### config.mk
export PLATFORM = sky130hd
export DESIGN_NAME = sprite_stream_reader
export DESIGN_NICKNAME = d
export VERILOG_FILES = /design/src/rtl/sprite_rom_pkg.sv /design/src/rtl/sprite_stream_reader.sv
export SDC_FILE = /design/constraint.sdc
export NUM_CORES = 1
export LEC_CHECK = 0
export CAP_MARGIN = 20
export CELL_PAD_IN_SITES_DETAIL_PLACEMENT = 0
export CELL_PAD_IN_SITES_GLOBAL_PLACEMENT = 2
export CORE_MARGIN = 2
export CORE_UTILIZATION = 34
export CTS_BUF_LIST = sky130_fd_sc_hd__clkbuf_16
export DETAILED_ROUTE_END_ITERATION = 6
export PLACE_DENSITY_LB_ADDON = 0.25
export SLEW_MARGIN = 20
export SYNTH_ARGS = -nofsm -noshare
export SYNTH_HDL_FRONTEND = slang
export SYNTH_SLANG_ARGS = --single-unit
### constraint.sdc
create_clock -name CLK -period 11.2 [get_ports CLK]
set_clock_uncertainty 0.1 [all_clocks]
set_input_delay 1.12 -clock CLK [delete_from_list [all_inputs] [get_ports CLK]]
set_output_delay 1.12 -clock CLK [all_outputs]
set_load 0.005 [all_outputs]
### src/rtl/sprite_rom_pkg.sv
// sprite_rom_pkg
// Shared definitions for the sprite streaming logic:
//   - sprite_id_e : the eight sprite/ROM selector codes
//   - state_e     : reader FSM states
//   - word_count  : number of 16-bit ROM words stored for each sprite
package sprite_rom_pkg;

  typedef enum logic [2:0] {
    BACKGROUND  = 3'd0,
    PLAYER      = 3'd1,
    ENEMY_A     = 3'd2,
    ENEMY_B     = 3'd3,
    ENEMY_C     = 3'd4,
    ENEMY_D     = 3'd5,
    WIN_SCREEN  = 3'd6,
    LOSE_SCREEN = 3'd7
  } sprite_id_e;

  typedef enum logic [2:0] {
    IDLE  = 3'd0,
    PRIME = 3'd1,
    LOAD  = 3'd2,
    HI    = 3'd3,
    LO    = 3'd4,
    FIN   = 3'd5
  } state_e;

  localparam int WORD_W = 16;

  // Words per sprite; every word carries two pixels.
  function automatic logic [WORD_W-1:0] word_count(input logic [2:0] id);
    logic [WORD_W-1:0] wc;
    case (id)
      BACKGROUND:  wc = 16'd64800;
      PLAYER:      wc = 16'd231;
      ENEMY_A:     wc = 16'd14196;
      ENEMY_B:     wc = 16'd14112;
      ENEMY_C:     wc = 16'd14028;
      ENEMY_D:     wc = 16'd14028;
      WIN_SCREEN:  wc = 16'd20880;
      default:     wc = 16'd24120;
    endcase
    return wc;
  endfunction

endpackage

### src/rtl/sprite_stream_reader.sv
// sprite_stream_reader
// Reads a sprite out of one of eight ROMs (reached through an external
// memory demux) and emits it as a valid/ready pixel stream, high byte of
// each 16-bit word first.
// Ports:
//   CLK, RST           clock, synchronous active-high reset
//   START, SPRITE_ID   draw request and sprite selector (sampled in IDLE)
//   BUSY, DONE         transfer in progress / one-cycle completion pulse
//   SELECTOR           latched sprite id towards the demux
//   MEM_ADDR, MEM_DATA registered word address out, word back one clock later
//   PX_DATA, PX_VALID, PX_READY, PX_LAST   pixel stream
module sprite_stream_reader
  import sprite_rom_pkg::*;
#(
  parameter int ADDR_W = 16,
  parameter int PX_W   = 8
) (
  input  logic              CLK,
  input  logic              RST,
  input  logic              START,
  input  logic [2:0]        SPRITE_ID,
  output logic              BUSY,
  output logic              DONE,
  output logic [2:0]        SELECTOR,
  output logic [ADDR_W-1:0] MEM_ADDR,
  input  logic [15:0]       MEM_DATA,
  output logic [PX_W-1:0]   PX_DATA,
  output logic              PX_VALID,
  input  logic              PX_READY,
  output logic              PX_LAST
);

  state_e              state_q, state_d;
  logic [2:0]          sel_q, sel_d;
  logic [ADDR_W-1:0]   addr_q, addr_d;
  logic [WORD_W-1:0]   word_q, word_d;
  logic [WORD_W-1:0]   idx_q, idx_d;

  logic [WORD_W-1:0]   last_idx;
  logic [ADDR_W-1:0]   last_addr;
  logic [ADDR_W-1:0]   addr_inc;

  assign SELECTOR = sel_q;
  assign MEM_ADDR = addr_q;

  // The address runs one word ahead of the word register so the ROM's
  // one-clock latency is hidden; it stops at the last word instead of
  // running past the end of the sprite.
  always_comb begin
    last_idx  = word_count(sel_q) - 16'd1;
    last_addr = ADDR_W'(last_idx);
    addr_inc  = (addr_q >= last_addr) ? last_addr : addr_q + ADDR_W'(1);
  end

  always_comb begin
    state_d  = state_q;
    sel_d    = sel_q;
    addr_d   = addr_q;
    word_d   = word_q;
    idx_d    = idx_q;
    BUSY     = 1'b0;
    DONE     = 1'b0;
    PX_VALID = 1'b0;
    PX_LAST  = 1'b0;
    PX_DATA  = '0;

    case (state_q)
      IDLE: begin
        if (START) begin
          sel_d   = SPRITE_ID;
          addr_d  = '0;
          state_d = PRIME;
        end
      end
      // Address 0 is on the bus; wait for the ROM to return word 0.
      PRIME: begin
        BUSY    = 1'b1;
        state_d = LOAD;
      end
      LOAD: begin
        BUSY    = 1'b1;
        word_d  = MEM_DATA;
        idx_d   = '0;
        addr_d  = addr_inc;
        state_d = HI;
      end
      HI: begin
        BUSY     = 1'b1;
        PX_VALID = 1'b1;
        PX_DATA  = PX_W'(word_q[15:8]);
        if (PX_READY) begin
          state_d = LO;
        end
      end
      // The next word has been on MEM_DATA since the address moved, so it
      // can be captured directly on the low-pixel handshake: no bubble.
      LO: begin
        BUSY     = 1'b1;
        PX_VALID = 1'b1;
        PX_DATA  = PX_W'(word_q[7:0]);
        PX_LAST  = (idx_q == last_idx);
        if (PX_READY) begin
          if (idx_q == last_idx) begin
            state_d = FIN;
          end else begin
            word_d  = MEM_DATA;
            idx_d   = idx_q + 16'd1;
            addr_d  = addr_inc;
            state_d = HI;
          end
        end
      end
      FIN: begin
        DONE    = 1'b1;
        state_d = IDLE;
      end
      default: begin
        state_d = IDLE;
      end
    endcase
  end

  always_ff @(posedge CLK) begin
    if (RST) begin
      state_q <= IDLE;
      sel_q   <= '0;
      addr_q  <= '0;
      word_q  <= '0;
      idx_q   <= '0;
    end else begin
      state_q <= state_d;
      sel_q   <= sel_d;
      addr_q  <= addr_d;
      word_q  <= word_d;
      idx_q   <= idx_d;
    end
  end

endmodule

==> metrics.md <==
| Metric | Value |
|---|---|
| Fin nets | `572` |
| Setup TNS | `0 ns` |
| Reg2Reg Capture Point | `MEM_ADDR[10]` |
| CTS Sinks | `54` |
| CTS resizes | `0` |
| Post-Synthesis Cells | `about 500` |
| Hold Path Depth | `2` |
| Clock power frac | `about two fifths` |
| Count of different cell masters after synthesis | `66` |
| Leak | `about 1.6 nW` |
| Reg2Reg Depth | `14` |
| PD cells | `between 100 and 150 nW/um2` |
| Boundary pin count | `54` |
| Chip width | `109 um` |
| Synth async-reset ratio | `0%` |
| Largest area contributor in the netlist | `dfxtp_1` |
| Synthesized area per cell | `around 7.5 um2` |
| CTS Buf Count | `5` |
| Logic gate share of total power | `17.2%` |
| GP Congestion | `0.810` |
| Max Cap Violations | `0` |
| Net Count, Synth | `543` |
| Final Slew Violations | `0` |
| Post-DP HPWL | `between 7000 and 8000 um` |
| WP data required | `9.98 ns` |
| Core Util, Final | `between 40% and 50%` |
| Gr ovfl total | `0` |
| Standard-cell row count | `38` |
| Setup-failing EPs final | `0` |
| Switching Share | `27.4%` |
| Reg2Reg Setup Slack | `6.77 ns` |
| Critical Path AT | `around 4 ns` |
| Vias | `3691` |
| Hold Path Class | `register to register` |
| Port Buf Inserts | `53` |
| Slew margin rel. | `37.4%` |
| Worst-path maximum fanout | `30` |
| Die area | `12000 um2` |
| Int Pwr | `0.000362 W` |
| Share of the synthesized area in the top cell type | `around 29%` |
| Minimum clock period | `5.28 ns` |
| Worst Path Class, Setup | `register to output pin` |
| H-tree depth | `2` |
| Layout cells sized above 1 | `6.58%` |
| Design area | `about 4500 um2` |
| Vias in the first global route | `3535` |
| # Post-CTS Setup Buffers | `0` |
| 1st-pass router iterations | `4` |
| Largest cells by area after synthesis | `dfxtp_1, a21oi_1, nand2_1, ha_1, nor2_1` |
| Die height | `roughly 110 um` |
| Pre-CTS setup slack | `6.26 ns` |
| Period utilisation layout | `47.2%` |
| Initial antenna violation count | `0` |
| Worst Hold End | `word_q[13]` |
| Hold wc startpoint | `word_q[13]` |
| CORE AREA | `10800 um2` |
| Maximum clock rate | `189 MHz` |
| Post-synthesis register bit count | `54` |
| P_sw | `0.000136 W` |
| Status | `completed` |
| Sequential power share | `about two fifths` |
| All-layer global routing usage | `19.5%` |
| Initial DRC Count | `165` |
| Starting Density | `a little over a third` |
| Hold Fails Final Rpt | `0` |
| Slew of the pin with the lowest slew margin | `0.937 ns` |
| RSZ-0062 raised after global routing | `false` |
| Latest clock arrival within the worst-skew pair | `0.31 ns` |
| Startpoint types | `register` |
| Detail-routed via count per cell | `5.49` |
| Hold_buf cts | `0` |
| Most common cell after layout, fill and taps aside | `nand2_1` |
| Worst VDD drop | `0.0000984 V` |
| Predominant post-synthesis flop cell | `dfxtp_1` |
| Placed Area | `4320 um2` |
| Post-DRT Antenna Nets | `0` |
| Global-route wire length before repair | `18300 um` |
| CTS tree | `built` |
| DRC | `0` |
| Largest net degree at the start of global routing | `32` |
| Worst setup EP type | `output pin` |
| Ant diodes | `0` |
| Sequential area share after synthesis | `28.6%` |
| EDFF count, synth | `0` |
| Clock slew at reported path FFs | `0.07 ns` |
| Bufs on Longest Clock Path | `2` |
| Post-route worst setup slack | `roughly 5.9 ns` |
| CTS root buf | `clkbuf_16` |
| Mapped cell area | `approximately 3800 um2` |
| Area grow syn2layout | `19.7%` |
| DRT Wirelength | `11000 um` |
| Commonest cells after routing, fill and taps aside | `nand2_1, a21oi_1, dfxtp_1` |
| Warnings, synthesis | `0` |
| RR Startpoint | `SELECTOR[2]` |
| Average wire per standard cell | `around 16 um` |
## logic make-up (layout without fill, tap and decap cells)
kind of cell	count (synthesis)	in the layout	synth area share [%]
AO/OA/AOI/OAI	145	145	25.9
adder cells (fa/ha/maj)	18	18	5.97
AND/OR/NAND/NOR	207	207	27.6
flip-flops	54	54	28.6
multiplexers	10	10	2.75
XOR/XNOR	5	5	1.16
buffers and inverters	63	93	7.96
## critical path, stage by stage, from the launching register on
cell             delay [ns]
dfxtp_1                0.94
or2_1                  0.26
nor2_2                 0.07
inv_2                  0.18
nand2_1                0.09
ha_1                   0.37
xor2_1                 0.16
nand3_1                0.13
a2111oi_4              0.55
nand2_1                0.10
nor4_1                 0.33
clkdlybuf4s50_1        0.56
## synthesized netlist by cell type (all sizes together) (3+ instances only)
library cell,number
nand2,72
a21oi,55
dfxtp,54
nor2,34
inv,28
buf,20
ha,18
nand3,18
o21ai,17
clkbuf,15
nor3,15
a31oi,13
o22ai,12
nand2b,9
nand4,9
a22o,8
a41oi,8
or3,8
and3,7
mux2i,7
and2,5
a21o,4
nor4,4
or2,4
or4,4
a211oi,3
a311oi,3
mux2,3
nand3b,3
nor2b,3
xnor2,3
## metrics by stage
step	total power, W	std cells	hold WS, ns
2_1_floorplan	0.000272	502	0.336
3_3_place_gp	0.000296	664	0.343
3_5_place_dp	0.000297	664	0.348
4_1_cts	0.000504	672	0.358
5_1_grt	0.000525	672	0.385
6_report	0.000499	672	0.356
## per-layer routing
metal	GRT usage (%)	part of all wire [%]
met1	28.4	52
met2	28.7	42
met3	4.74	4.8
met4	4.61	1.1
met5	0	0
## power groups by stage
stage                     logic (W)  registers [W]  clock network, W
after floorplan           0.0000673       0.000204                 0
after global placement    0.0000854       0.000211                 0
after detailed placement  0.0000863       0.000211                 0
after CTS                 0.0000868       0.000207          0.000211
after global routing      0.0000974       0.000208          0.000219
final                     0.0000859       0.000207          0.000206
## sequential cells by signal, summed over array words and instances (netlist names)
name	cells
MEM_ADDR	16
idx_q	16
word_q	16
SELECTOR	3
state_q	3
## how the worst max path moves through the flow
stage	from	cells after the start	endpoint
after floorplan	SELECTOR[2]	12	PX_LAST
after global placement	SELECTOR[2]	11	PX_LAST
after detailed placement	SELECTOR[2]	11	PX_LAST
after CTS	SELECTOR[2]	11	PX_LAST
after global routing	SELECTOR[2]	11	PX_LAST
final	SELECTOR[2]	11	PX_LAST
## area by class of cell
type | instances | area, um2
tap | 140 | 175
multi-input combinational | 385 | 2400
sequential | 54 | 1080
clock inverter | 3 | 68.8
inverter | 28 | 105
fill | 1135 | 6320
timing repair buffer | 57 | 561
clock buffer | 5 | 125
No activity file was read; power rests on OpenSTA's default activity.
